===== src/rtl/muldiv_pkg.sv =====
// rtl/muldiv_pkg.sv - shared state and opcode definitions for the multiply/divide unit
package muldiv_pkg;

    typedef enum logic [2:0] {
        S_IDLE = 3'd0,
        S_PREP = 3'd1,
        S_CALC = 3'd2,
        S_FIX  = 3'd3,
        S_DONE = 3'd4
    } state_t;

    localparam logic OP_MUL = 1'b0;
    localparam logic OP_DIV = 1'b1;

endpackage


===== src/rtl/muldiv_negate.sv =====
// rtl/muldiv_negate.sv - combinational conditional two's-complement negate
module muldiv_negate #(
    parameter int W = 32
) (
    input  logic [W-1:0] value,
    input  logic         neg,
    output logic [W-1:0] result
);

    localparam logic [W-1:0] ONE = 1;

    // Pass through, or invert-and-increment when neg is set
    always_comb begin
        result = neg ? (~value + ONE) : value;
    end

endmodule


===== src/rtl/muldiv_unit.sv =====
// rtl/muldiv_unit.sv - iterative signed/unsigned multiplier and restoring divider
module muldiv_unit
    import muldiv_pkg::*;
#(
    parameter int WIDTH     = 32,
    parameter int SIGNED_EN = 1
) (
    input  logic             clk,
    input  logic             clr,
    input  logic             start,
    input  logic             op,
    input  logic             is_signed,
    input  logic [WIDTH-1:0] a,
    input  logic [WIDTH-1:0] b,
    output logic             busy,
    output logic             done,
    output logic             div_by_zero,
    output logic [WIDTH-1:0] result_hi,
    output logic [WIDTH-1:0] result_lo
);

    localparam logic [WIDTH-1:0] CNT_LAST = WIDTH'(WIDTH - 1);
    localparam logic [WIDTH-1:0] CNT_ONE  = 1;

    state_t state, state_nxt;

    logic [WIDTH-1:0] a_r, b_r, m_r, p_hi, p_lo, cnt;
    logic             op_r, sgn_r, neg_q, neg_r;

    logic             sa, sb, b_zero, accept;
    logic [WIDTH-1:0] a_abs, b_abs, q_fix, r_fix;
    logic [2*WIDTH-1:0] prod_fix;
    logic [WIDTH:0]   mul_sum, div_shift, div_diff;

    // Operand signs only count when signed mode is active for this operation
    always_comb begin
        sa     = sgn_r & a_r[WIDTH-1];
        sb     = sgn_r & b_r[WIDTH-1];
        b_zero = (b_r == '0);
        accept = start && (state == S_IDLE || state == S_DONE);
    end

    muldiv_negate #(.W(WIDTH)) u_neg_a (.value(a_r), .neg(sa), .result(a_abs));
    muldiv_negate #(.W(WIDTH)) u_neg_b (.value(b_r), .neg(sb), .result(b_abs));
    muldiv_negate #(.W(2*WIDTH)) u_neg_prod (.value({p_hi, p_lo}), .neg(neg_q), .result(prod_fix));
    muldiv_negate #(.W(WIDTH)) u_neg_q (.value(p_lo), .neg(neg_q), .result(q_fix));
    muldiv_negate #(.W(WIDTH)) u_neg_r (.value(p_hi), .neg(neg_r), .result(r_fix));

    // One iteration step: shift-add for multiply, trial subtract for divide
    always_comb begin
        mul_sum   = {1'b0, p_hi} + (p_lo[0] ? {1'b0, m_r} : {(WIDTH+1){1'b0}});
        div_shift = {p_hi, p_lo[WIDTH-1]};
        div_diff  = div_shift - {1'b0, m_r};
    end

    // State register
    always_ff @(posedge clk or negedge clr) begin
        if (!clr) begin
            state <= S_IDLE;
        end else begin
            state <= state_nxt;
        end
    end

    // Next-state logic and status outputs
    always_comb begin
        state_nxt = state;
        busy      = 1'b0;
        done      = 1'b0;
        case (state)
            S_IDLE: begin
                if (start) state_nxt = S_PREP;
            end
            S_PREP: begin
                busy = 1'b1;
                if (op_r == OP_DIV && b_zero) state_nxt = S_DONE;
                else                          state_nxt = S_CALC;
            end
            S_CALC: begin
                busy = 1'b1;
                if (cnt == CNT_LAST) state_nxt = S_FIX;
            end
            S_FIX: begin
                busy      = 1'b1;
                state_nxt = S_DONE;
            end
            S_DONE: begin
                done      = 1'b1;
                state_nxt = start ? S_PREP : S_IDLE;
            end
            default: state_nxt = S_IDLE;
        endcase
    end

    // Operand latch, iteration datapath and result registers
    always_ff @(posedge clk or negedge clr) begin
        if (!clr) begin
            a_r         <= '0;
            b_r         <= '0;
            m_r         <= '0;
            p_hi        <= '0;
            p_lo        <= '0;
            cnt         <= '0;
            op_r        <= 1'b0;
            sgn_r       <= 1'b0;
            neg_q       <= 1'b0;
            neg_r       <= 1'b0;
            div_by_zero <= 1'b0;
            result_hi   <= '0;
            result_lo   <= '0;
        end else begin
            if (accept) begin
                a_r         <= a;
                b_r         <= b;
                op_r        <= op;
                sgn_r       <= (SIGNED_EN != 0) && is_signed;
                div_by_zero <= 1'b0;
            end
            case (state)
                S_PREP: begin
                    cnt   <= '0;
                    p_hi  <= '0;
                    neg_q <= sa ^ sb;
                    neg_r <= sa;
                    if (op_r == OP_DIV) begin
                        p_lo <= a_abs;
                        m_r  <= b_abs;
                        if (b_zero) begin
                            div_by_zero <= 1'b1;
                            result_lo   <= '1;
                            result_hi   <= a_r;
                        end
                    end else begin
                        p_lo <= b_abs;
                        m_r  <= a_abs;
                    end
                end
                S_CALC: begin
                    cnt <= cnt + CNT_ONE;
                    if (op_r == OP_MUL) begin
                        p_hi <= mul_sum[WIDTH:1];
                        p_lo <= {mul_sum[0], p_lo[WIDTH-1:1]};
                    end else begin
                        p_hi <= div_diff[WIDTH] ? div_shift[WIDTH-1:0] : div_diff[WIDTH-1:0];
                        p_lo <= {p_lo[WIDTH-2:0], ~div_diff[WIDTH]};
                    end
                end
                S_FIX: begin
                    if (op_r == OP_MUL) begin
                        {result_hi, result_lo} <= prod_fix;
                    end else begin
                        result_lo <= q_fix;
                        result_hi <= r_fix;
                    end
                end
                default: ;
            endcase
        end
    end

endmodule


===== config.mk =====
export PLATFORM = sky130hd
export DESIGN_NAME = muldiv_unit
export DESIGN_NICKNAME = d
export VERILOG_FILES = /design/src/rtl/muldiv_pkg.sv /design/src/rtl/muldiv_negate.sv /design/src/rtl/muldiv_unit.sv
export SDC_FILE = /design/constraint.sdc
export NUM_CORES = 1
export LEC_CHECK = 0
export BUFFER_PORTS_ARGS = -buffer_cell sky130_fd_sc_hd__buf_4
export CAP_MARGIN = 20
export CORE_UTILIZATION = 45
export CTS_BUF_LIST = sky130_fd_sc_hd__clkbuf_4
export DETAILED_ROUTE_END_ITERATION = 10
export GPL_ROUTABILITY_DRIVEN = 0
export GPL_TIMING_DRIVEN = 0
export PLACE_DENSITY_LB_ADDON = 0.1
export SLEW_MARGIN = 20
export SYNTH_ARGS = -nofsm -noshare
export SYNTH_HDL_FRONTEND = slang
export SYNTH_SLANG_ARGS = --single-unit

===== constraint.sdc =====
create_clock -name clk -period 4.02 [get_ports clk]
set_input_delay 0.402 -clock clk [delete_from_list [all_inputs] [get_ports clk]]
set_output_delay 0.402 -clock clk [all_outputs]
set_load 0.05 [all_outputs]

* Word-level counts from Yosys, hierarchy flattened
Cells that the tools add are included.
** Cells by class
- Add/subtract/negate cells :: 8
- Multipliers :: 0
- Div/mod/pow operators :: 0
- Order comparisons :: 0
- Equality and inequality tests :: 9
- Shifts and indexed selects :: 0
- Mux-type cells :: 33
- Bitwise gates (word level) :: 9
- Reduce and logical (&&, ||, !) cells :: 10
** Operators with widths (number)
- $mux 32 :: 16
- $pmux 32 s2 :: 5
- $add 32x1->32 const B :: 5
- $not 32->32 :: 4
- $add 64x1->64 const B :: 1
- $mux 64 :: 1
- $not 64->64 :: 1
- $add 32x32->33 :: 1
- $sub 33x32->33 :: 1
- $eq 32x5->1 const B :: 1
- $logic_not 32->1 :: 1
- $pmux 3 s5 :: 1
- $mux 3 :: 3
- $ne 2x2->1 const B :: 4
- $mux 1 :: 7
- $eq 3x2->1 const B :: 2
- $reduce_bool 2->1 :: 2
- $eq 3x1->1 const B :: 1
- $eq 3x3->1 const B :: 1
- $logic_not 3->1 :: 1
- $reduce_and 3->1 :: 1
- $reduce_or 3->1 :: 1
- $and 1x1->1 :: 2
- $logic_and 1x1->1 :: 2
- other kinds (4) :: 4
** Storage, ports and cells
- Bits in registers :: 264
- Bits in latches :: 0
- Memory bits (writable) :: 0
- Bits in read-only memories :: 0
- Input port bits :: 69
- Output and inout port bits :: 67
- Logic and storage cells :: 83
- Memories kept :: 0

* Logic depth before layout (Yosys ltp)
Gate-level depths: netlist of the first run.
- Depth in word-level cells :: 7
- Mapped depth :: 15
- Depth with buffers taken out :: 14

* Cells and area by module
From an unflattened synthesis of the first run, not the netlist that was laid out.
** Unflattened totals
- Cell total of the unflattened synthesis :: 2319
- Area, all modules :: 20718.6 sq um
** Modules (own cells, without submodules)
- muldiv_unit :: times used 1, cells an instance 1726, area an instance 16080.4 sq um, sequential area each 6606.3 sq um
- muldiv_negate at u_neg_a ... :: times used 4, cells an instance 99, area an instance 777.0 sq um, sequential area each 0.0 sq um
- muldiv_negate at u_neg_prod :: times used 1, cells an instance 197, area an instance 1530.2 sq um, sequential area each 0.0 sq um

* Worst setup path after synthesis of the first run
Ideal clock, no wire load.
- Path type :: reg-to-reg
- From :: register p_lo[31]
- To :: register p_hi[10]
- Setup time :: 0.134 ns
- Data arrival time :: 3.278 ns
- Data required time :: 3.886 ns
- Path slack :: 0.608 ns
- Cell stages (with the launch flop) :: 15
- Buffers on the path :: 3
- Period minus slack after synthesis :: 3.412 ns
- Cell sequence :: dfrtp_1 clkbuf_1 inv_1 ha_1 fa_1 nor2b_1 o31a_1 a41oi_1 o211ai_1 a311oi_1 xnor2_2 buf_2 buf_2 mux2i_1 o21ai_0
** Between the ends
- Longest elaborated chain between the ends :: 4
** RTL lines
- start, declared :: line muldiv_unit.sv:27 : logic [WIDTH-1:0] a_r, b_r, m_r, p_hi, p_lo, cnt;
- start signal, assigned :: line muldiv_unit.sv:126 : p_lo <= a_abs;
- start signal, assigned :: line muldiv_unit.sv:134 : p_lo <= b_abs;
- start signal, assigned :: line muldiv_unit.sv:142 : p_lo <= {mul_sum[0], p_lo[WIDTH-1:1]};
- $sub 33x32->33 :: line muldiv_unit.sv:53 : div_diff = div_shift - {1'b0, m_r};
- $mux 32 :: line muldiv_unit.sv:144 : p_hi <= div_diff[WIDTH] ? div_shift[WIDTH-1:0] : div_diff[WIDTH-1:0];
- $mux 32 :: line muldiv_unit.sv:140 : if (op_r == OP_MUL) begin
- $pmux 32 s2 :: line muldiv_unit.sv:119 : case (state)
- end signal, assigned :: line muldiv_unit.sv:141 : p_hi <= mul_sum[WIDTH:1];
- end signal, assigned :: line muldiv_unit.sv:144
- end, declared :: line muldiv_unit.sv:27
No other way between the ends.
A chain may end at the register's enable or synchronous reset.

* Final worst setup path of the first run
- From :: register m_r[7]
- To :: register p_hi[11]
** Between the ends
- Longest elaborated chain between the ends :: 4
- Elaborated cells between the ends (all ways) :: 6
- Classes of those cells :: add/sub (2); mux (4)
** RTL lines
- start, declared :: line muldiv_unit.sv:27
- start signal, assigned :: line muldiv_unit.sv:127 : m_r <= b_abs;
- start signal, assigned :: line muldiv_unit.sv:135 : m_r <= a_abs;
- $sub 33x32->33 / $mux 32 (equally long branches) :: line muldiv_unit.sv:53, muldiv_unit.sv:51
- $mux 32 / $add 32x32->33 (equally long branches) :: line muldiv_unit.sv:144, muldiv_unit.sv:51
- $mux 32 * :: line muldiv_unit.sv:140
- $pmux 32 s2 * :: line muldiv_unit.sv:119
Mark *: on every way between the ends. The rest lies on a longest branch, timed or not.

==> results of run 1 <==
[how the worst max path moves through the flow]
stage             start       end  slack [ps]  depth (start not counted)
6_report         m_r[7]  p_hi[11]         130                         13
5_1_grt         p_hi[0]  p_hi[10]          20                         13
4_1_cts         p_lo[0]  p_hi[26]          30                         14
3_5_place_dp   p_lo[31]  p_hi[13]        -640                         14
3_3_place_gp    p_lo[0]  p_hi[26]        -680                         14
2_1_floorplan  p_lo[31]  p_hi[10]         610                         14
[power groups by stage]
| stage | logic, W | clock network [W] | registers, W |
|---|---|---|---|
| after global routing | 0.0150 | 0.00289 | 0.00540 |
| after CTS | 0.0137 | 0.00274 | 0.00523 |
| final | 0.0141 | 0.00270 | 0.00531 |
| after global placement | 0.0133 | 0 | 0.00522 |
| after floorplan | 0.00843 | 0 | 0.00573 |
| after detailed placement | 0.0135 | 0 | 0.00525 |
[flip-flops by register name, summed over array words and instances, names as in the netlist]
signal       count
neg_r            1
neg_q            1
p_hi            32
result_lo       32
a_r             32
b_r             32
cnt             32
result_hi       32
state            3
op_r             1
div_by_zero      1
p_lo            32
sgn_r            1
m_r             32
[cell families after synthesis]
group	share of synthesized area, %
xor gates and xnor gates	8.24
and+or+nand+nor	18.0
muxes	6.96
AOI/OAI and AO/OA	21.7
DFF	35.9
buffers and inverters	4.20
adders and majority gates	4.91
[cell usage in the layout, fill, tap and decap left out, types with 17 or more instances in the layout]
cell / netlist / routed
dfrtp_1: 264 / 260
o21ai_0: 238 / 235
o221ai_1: 24 / 24
clkbuf_1: 120 / 116
dlygate4sd3_1: 0 / 69
nor3_1: 54 / 54
nand2b_1: 17 / 17
nand2_1: 283 / 283
xor2_1: 90 / 90
nand3_1: 50 / 50
nor2b_1: 18 / 18
mux2_2: 62 / 62
o31ai_1: 29 / 29
clkbuf_4: 0 / 112
inv_1: 64 / 64
a22oi_1: 19 / 19
nor2_1: 148 / 148
xnor2_1: 81 / 81
a21oi_1: 141 / 141
ha_1: 69 / 69
a31oi_1: 40 / 39
buf_4: 0 / 138
a21o_1: 25 / 25
mux2i_1: 58 / 58
o211ai_1: 39 / 39
and3_1: 20 / 20
nor4_1: 21 / 19
[stage by stage]
stage / setup WS [ps] / instance area (µm²)
final: 126 / 21900
after global routing: 21.3 / 21900
after CTS: 28.7 / 21900
after detailed placement: -639 / 20100
after global placement: -679 / 20100
after floorplan: 608 / 18400
[area by class of cell]
type / count / area [µm²] / area share [%]
Clock buffer: 112 / 841 / 3.84
Antenna cell: 2 / 5.00 / 0.0228
Clock inverter: 14 / 141 / 0.645
Multi-Input combinational cell: 1719 / 11100 / 50.5
Tap cell: 525 / 657 / 3.00
Buffer: 133 / 527 / 2.40
Inverter: 66 / 253 / 1.15
Sequential cell: 264 / 6610 / 30.2
Timing Repair Buffer: 210 / 1820 / 8.29
[metal layers]
layer	up-vias	routed length, µm
met1	9049	28600
met4	0	3430
met2	945	32200
li1	8496	-
met3	198	6160
met5	-	0
[what timing repair did]
| item | CTS | global route |
|---|---|---|
| hold buffers | 69 | 0 |
| pin swaps | 2 | 0 |
| hold endpoints to repair | 251 | 0 |
| setup buffers | 3 | 0 |
| endpoints found under the setup margin | 43 | 35 |
| resized for setup | 12 | 13 |
==> impl_metrics.ini, run 1 <==
[timing]
fmaxAchievable_mhz = 257
fin_crit_sh_pct = 96.9
relSlewSlack_pct = 28.3
worst_pin_slew_ps = 1080
skew_ps = 136
hold_ws_ps = 44.9
hold_viol_final = 0
slew_violations = 0
fin_crit_ps = 3890
grt_setup_unrepaired = false
setup_violations = 0
timing.setup.tns_ps = 0

[setup_path]
start_kind = register
cp.required_ps = 4590
r2r_cells = 13
crit_type = register to register
cp_max_fo = 10
r2r_setup_slack_ps = 130
crit_slowest_cell = a211oi_1
crit_buf_inv = 4
r2r-start = m_r[7]
crit_chain = inv_1 -> ha_1 -> a211oi_1 -> o21ai_0 -> a211oi_2 -> o211ai_1 -> buf_4 -> a311oi_1 -> xnor2_2 -> buf_2 -> buf_4 -> mux2i_1 -> o21ai_0
max_stage_delay_ps = 430
timing.rr.end = p_hi[11]
arrival_ps = 4460
crit_path_end_kind = register
cpLargestDelayFamily = compound AO/OA/AOI/OAI gates

[synthesis]
synth_area_leaders = dfrtp_1 36%, o21ai_0 6.5%, nand2_1 5.8%
yosys.area.top_type = dfrtp_1
synthTopCellsByCount = 283 x nand2_1, 264 x dfrtp_1, 238 x o21ai_0
synth_flop_cell = dfrtp_1
ys_ff_latch = 264
yosys.cell_count.top_type = nand2_1
synth_cell_types = 77
synth_edf_count = 0
async_flop_share_pct = 100
netlist.area_leader.share_pct = 35.9
ys_warn_count = 0
synthesis.nets = 2323
avgSynthCellArea_um2 = 8.42
ys_seq_area_share_pct = 35.9
mappedNetlistArea_mm2 = 0.0184
syn_inst = 2183

[global_routing]
use_met2_pct = 53.7
grtUsageMet3_pct = 7.27
grt_pass1_wl_um = 107000
grt_use_met1_pct = 44.0
grt_pass1_vias = 18047
top_usage_layer = met2
gr-total-overflow = 0
grt_usage_pct = 34.0
grt_max_degree = 88
antenna_found_initial = 2

[floorplanning]
num_rows = 73
dieArea_mm2 = 0.0417
die_x_um = 204
start_util_pct = 45.9
fp.coreArea_mm2 = 0.0400
chipHeight_um = 204
ios = 136

[detailed_routing]
first_iter_violations = 1771
ant_nets = 0
dr.pass1.iters = 8
totalWireLength_um = 70400
dr_total_vias = 18688
viasPerCell = 6.14
drc = 1
wl_per_cell_um = 23.1

[cts]
ctsRootBufferMaster = clkbuf_4
htree_levels = 3
cts.sinks = 264
cts_buffers = 75
worstSkewPairLatency_ps = 850
cts_max_path_buffers = 3
path_clk_slew_ps = 70
cts_tree = built

[power]
p_int_w = 0.0102
total_power_w = 0.0221
switchingPower_w = 0.0119
seqPwrFrac_pct = 24.0
ir_drop_uv = 604
p_clk_share_pct = 12.2
sw_frac_of_total_pct = 54.0
comb_power_share_pct = 63.8
p_leak_nw = 9.49
powerDensity_mw_per_mm2 = 1010

[final_layout]
final_cells = 3045
synthToLayoutAreaGrowth_pct = 19.2
drive_gt1_share_pct = 14.6
nets = 2609
utilization_pct = 54.8
fillCellCount = 3794

[outcome]
status = finished, violations left
violations = DRC

[placement]
dpl.cell_count = 2846
port_buffers = 135
hpwl_um = 53300

[worst_hold_path]
hp-class = input pin to async pin

[flow_run]
drv_cap = 0
No activity file was read; power rests on OpenSTA's default activity.
==> inputs of run 2 (changes only) <==
- PLACE_DENSITY: default -> 0.64
- PLACE_DENSITY_LB_ADDON: 0.1 -> default
==> impl_metrics.ini, run 2 (synthesis gave the netlist of run 1 again) <==
[floorplanning]
dieArea_mm2 = 0.0417
fp.coreArea_mm2 = 0.0400
chipHeight_um = 204
start_util_pct = 45.9
die_x_um = 204
num_rows = 73
ios = 136

[global_routing]
grt_pass1_wl_um = 107000
gr-total-overflow = 0
grt_max_degree = 98
antenna_found_initial = 3
grt_usage_pct = 33.8
grt_pass1_vias = 18365

[timing]
fin_crit_ps = 3930
slew_violations = 0
skew_ps = 68.5
hold_ws_ps = 196
setup_violations = 0
hold_viol_final = 0
relSlewSlack_pct = 34.4
grt_setup_unrepaired = true
fmaxAchievable_mhz = 254
worst_pin_slew_ps = 984
fin_crit_sh_pct = 97.8

[setup_path]
crit_cells = 14
r2r_setup_slack_ps = 90
cp_max_fo = 10
r2r-start = p_lo[0]
r2r_cells = 14
cp.required_ps = 4700
crit_slowest_cell = dfrtp_2
arrival_ps = 4610
crit_path_end_kind = register
max_stage_delay_ps = 490
crit_buf_inv = 2
cpLargestDelayFamily = compound AO/OA/AOI/OAI gates
timing.rr.end = p_hi[26]
crit_type = register to register
crit_chain = clkinv_4 -> buf_2 -> nor2_1 -> ha_1 -> nand4_1 -> nor3_2 -> o2111ai_1 -> a21boi_2 -> a41o_1 -> a31oi_2 -> o21ai_2 -> mux2i_1 -> a221oi_1 -> a21boi_0
startpoint = p_lo[0]
crit_end = p_hi[26]
start_kind = register

[cts]
htree_levels = 3
ctsRootBufferMaster = clkbuf_4
worstSkewPairLatency_ps = 810
path_clk_slew_ps = 70
cts_tree = built
cts.sinks = 264
cts_buffers = 75
cts_max_path_buffers = 3

[placement]
dpl.cell_count = 2845
port_buffers = 135
hpwl_um = 52700

[power]
total_power_w = 0.0219
ir_drop_uv = 561
p_leak_nw = 9.46
powerDensity_mw_per_mm2 = 1010

[final_layout]
multi_input_area_mm2 = 0.0111
fillCellCount = 3731
final_cell_mix = 283 x nand2_1, 261 x dfrtp_1, 235 x o21ai_0
synthToLayoutAreaGrowth_pct = 18.7
final_cells = 3044
drive_gt1_share_pct = 14.8
ff_latch_area_mm2 = 0.00661
final_common_cell = nand2_1
nets = 2606

[detailed_routing]
dr.pass1.iters = 6
totalWireLength_um = 69600
ant_nets = 0
first_iter_violations = 1784
viasPerCell = 6.16
dr_total_vias = 18746
wl_per_cell_um = 22.9
drc = 0

[flow_run]
drv_cap = 0

[outcome]
status = finished clean

[worst_hold_path]
hp-class = input pin to async pin
[run 2: cell count changes in the layout (fill, tap and decap cells not counted), moves of 2 or more]
cell       before  now
clkinv_1        8    4
clkbuf_4      112  118
clkbuf_2        3    1
clkinv_2        1    5
bufinv_16       3    0
[run 2: per-stage QoR]
| step | utilization, % | setup WS, ps | cell area, µm² | setup TNS, ps |
|---|---|---|---|---|
| after floorplan | - | 608 | 18400 | 0 |
| after global placement | 50.1 | -743 | 20100 | -11310 |
| after detailed placement | 50.3 | -736 | 20100 | -12600 |
| after CTS | 54.4 | 25.4 | 21800 | 0 |
| after global routing | 54.6 | -34.2 | 21800 | -34.2 |
| final | 54.6 | 86.6 | 21800 | 0 |
[run 2: power breakdown]
part | leakage, nW | switching [W] | internal [W]
registers | 3.27 | 0.00150 | 0.00378
clock network | 0.564 | 0.00124 | 0.00130
logic | 5.63 | 0.00920 | 0.00492
[run 2: worst min-delay path by stage]
stage	startpoint	to	slack [ps]	depth (start not counted)
4_1_cts	clr	b_r[4]	180	2
5_1_grt	clr	b_r[6]	240	2
6_report	clr	b_r[4]	200	2
2_1_floorplan	clr	a_r[0]	110	0
3_3_place_gp	m_r[20]	m_r[20]	470	2
3_5_place_dp	clr	b_r[6]	450	1
[run 2: area by class of cell]
cell class	instances	area share, %
multi-input combinational	1719	50.7
sequential	264	30.3
timing repair buffer	207	8.12
clock buffer	116	3.99
tap	525	3.01
buffer	133	2.44
inverter	66	1.16
clock inverter	12	0.269
antenna	2	0.0229
[run 2: timing repair]
action	CTS	global route
buffers inserted	2	0
hold buffers	68	0
hold endpoints to repair	151	0
gates cloned	0	0
pin swaps	2	2
resized for setup	15	14
endpoints found under the setup margin	42	29
[run 2: metal layers]
metal	routed length (µm)	vias to the layer above	part of all wire [%]	track usage [%]
li1	-	8491	-	-
met1	27600	8979	40	42.0
met2	31300	1008	45	52.7
met3	6290	268	9.0	8.43
met4	4410	0	6.3	20.5
met5	0	-	0	0
==> inputs of run 3 (changes only) <==
- ABC_AREA: default -> 1
- CORE_ASPECT_RATIO: default -> 1.75
- CTS_BUF_LIST: sky130_fd_sc_hd__clkbuf_4 -> sky130_fd_sc_hd__clkbuf_16
- PLACE_DENSITY: 0.64 -> 0.63
==> impl_metrics.ini, run 3 <==
[outcome]
status = finished clean

[synthesis]
synth_flop_cell = dfrtp_1
async_flop_share_pct = 100
mappedNetlistArea_mm2 = 0.0218
synth_edf_count = 0
synthesis.nets = 3575
syn_inst = 3435
yosys.cell_count.top_type = nand2_1
synth_cell_types = 57
ys_ff_latch = 264
avgSynthCellArea_um2 = 6.35
synthTopCellsByCount = 1,042 x nand2_1, 447 x inv_1, 363 x nor2_1
ys_seq_area_share_pct = 30.3
ys_warn_count = 0
yosys.area.top_type = dfrtp_1
netlist.area_leader.share_pct = 30.3
synth_area_leaders = dfrtp_1 30%, nand2_1 18%, inv_1 7.7%

[power]
p_leak_nw = 12.5
powerDensity_mw_per_mm2 = 1050
ir_drop_uv = 708

[detailed_routing]
ant_nets = 0
viasPerCell = 5.95
first_iter_violations = 2595
wl_per_cell_um = 24.6
dr.pass1.iters = 9
dr_total_vias = 25134
drc = 0
totalWireLength_um = 104000

[cts]
cts_max_path_buffers = 3
cts.sinks = 264
htree_levels = 1
ctsRootBufferMaster = clkbuf_16
worstSkewPairLatency_ps = 610
ctsResizeCount = 0
holdBufCountCts = 1
cts_buffers = 28
post_cts_buffers = 0
path_clk_slew_ps = 70
cts_tree = built

[final_layout]
utilization_pct = 51.7
multi_input_area_mm2 = 0.0129
fillCellCount = 5002
nets = 3744
synthToLayoutAreaGrowth_pct = 13.1
final_cell_mix = 1,042 x nand2_1, 450 x inv_1, 363 x nor2_1
ff_latch_area_mm2 = 0.00661
drive_gt1_share_pct = 9.35
final_common_cell = nand2_1

[floorplanning]
dieArea_mm2 = 0.0494
die_x_um = 168
fp.coreArea_mm2 = 0.0477
chipHeight_um = 293
start_util_pct = 45.7
ios = 136
num_rows = 106

[setup_path]
cp.required_ps = 4510
r2r-start = p_lo[0]
r2r_cells = 16
crit_path_end_kind = register
arrival_ps = 4320
cp_max_fo = 10
start_kind = register
r2r_setup_slack_ps = 190
crit_type = register to register
timing.rr.end = p_hi[10]

[flow_run]
drv_cap = 0

[timing]
slew_violations = 0
grt_setup_unrepaired = false
fin_crit_sh_pct = 95.3
worst_pin_slew_ps = 1260
setup_violations = 0
timing.setup.tns_ps = 0
hold_viol_final = 0
skew_ps = 18.4
relSlewSlack_pct = 15.3
fmaxAchievable_mhz = 261
fin_crit_ps = 3830

[worst_hold_path]
hold_path_depth = 2
hp-class = input pin to register
min_from = is_signed
whs_endpoint = sgn_r

[global_routing]
grt_pass1_wl_um = 155000
grt_usage_pct = 42.8
antenna_found_initial = 3
grt_pass1_vias = 25113
gr-total-overflow = 0
grt_max_degree = 97

[placement]
port_buffers = 135
hpwl_um = 81500
-- run 3: cell families after synthesis --
group	count (synthesis)	synth area share (%)
multiplexers	18	0.895
XOR/XNOR	74	2.97
AO/OA/AOI/OAI	486	12.7
buffers and inverters	576	10.6
adder cells (fa/ha/maj)	71	4.14
AND/OR/NAND/NOR	1946	38.5
flip-flops	264	30.3
-- run 3: through the flow --
| step | total power [W] | worst slack [ps] | area, µm² | cells | hold slack, ps |
|---|---|---|---|---|---|
| after floorplan | 0.0156 | 1420 | 21800 | 3435 | 106 |
| after global placement | 0.0216 | 201 | 23600 | 4164 | 476 |
| after detailed placement | 0.0218 | 530 | 23600 | 4166 | 446 |
| after CTS | 0.0248 | 504 | 24600 | 4219 | 27.8 |
| after global routing | 0.0272 | 8.75 | 24700 | 4220 | 22.6 |
| final | 0.0260 | 191 | 24700 | 4226 | 27.2 |
-- run 3: worst max-delay path, stage by stage (launching register included) --
cell,delay (ps)
dfrtp_1,320
buf_2,230
buf_1,400
nand2_1,160
inv_1,180
ha_1,310
nand2_1,80
nand2_1,90
a21oi_1,260
nand2_1,380
nand2_1,160
nand2_1,340
xor2_1,260
o21ai_0,340
inv_1,70
nand2_1,70
nand2_1,50
-- run 3: cell type report --
cell class	instances	area share [%]
sequential	264	26.8
antenna	6	0.0609
tap	594	3.01
multi-input combinational	2595	52.3
buffer	114	2.31
clock buffer	28	2.84
timing repair buffer	139	4.46
inverter	462	7.03
clock inverter	24	1.19
-- run 3: worst max-delay path by stage --
stage	start	endpoint	slack, ps	cells past startpoint
after global placement	clr	b_r[4]	200	1
after floorplan	p_lo[0]	p_hi[29]	1420	19
final	p_lo[0]	p_hi[10]	190	16
after global routing	p_lo[0]	p_hi[10]	9	16
after detailed placement	p_lo[0]	p_hi[25]	530	19
after CTS	p_lo[0]	p_hi[23]	500	18
-- run 3: report_power, final --
group | switching (W) | internal (W)
combinational | 0.0128 | 0.00485
clock | 0.00126 | 0.00167
sequential | 0.00156 | 0.00381
total | 0.0156 | 0.0103
-- run 3: layer usage --
layer / vias up / wire length [µm] / track usage (%)
met1: 11496 / 32800 / 41.5
li1: 11452 / - / -
met4: 4 / 13300 / 43.9
met5: - / 27 / 0.101
met3: 629 / 10300 / 14.2
met2: 1553 / 47700 / 69.7
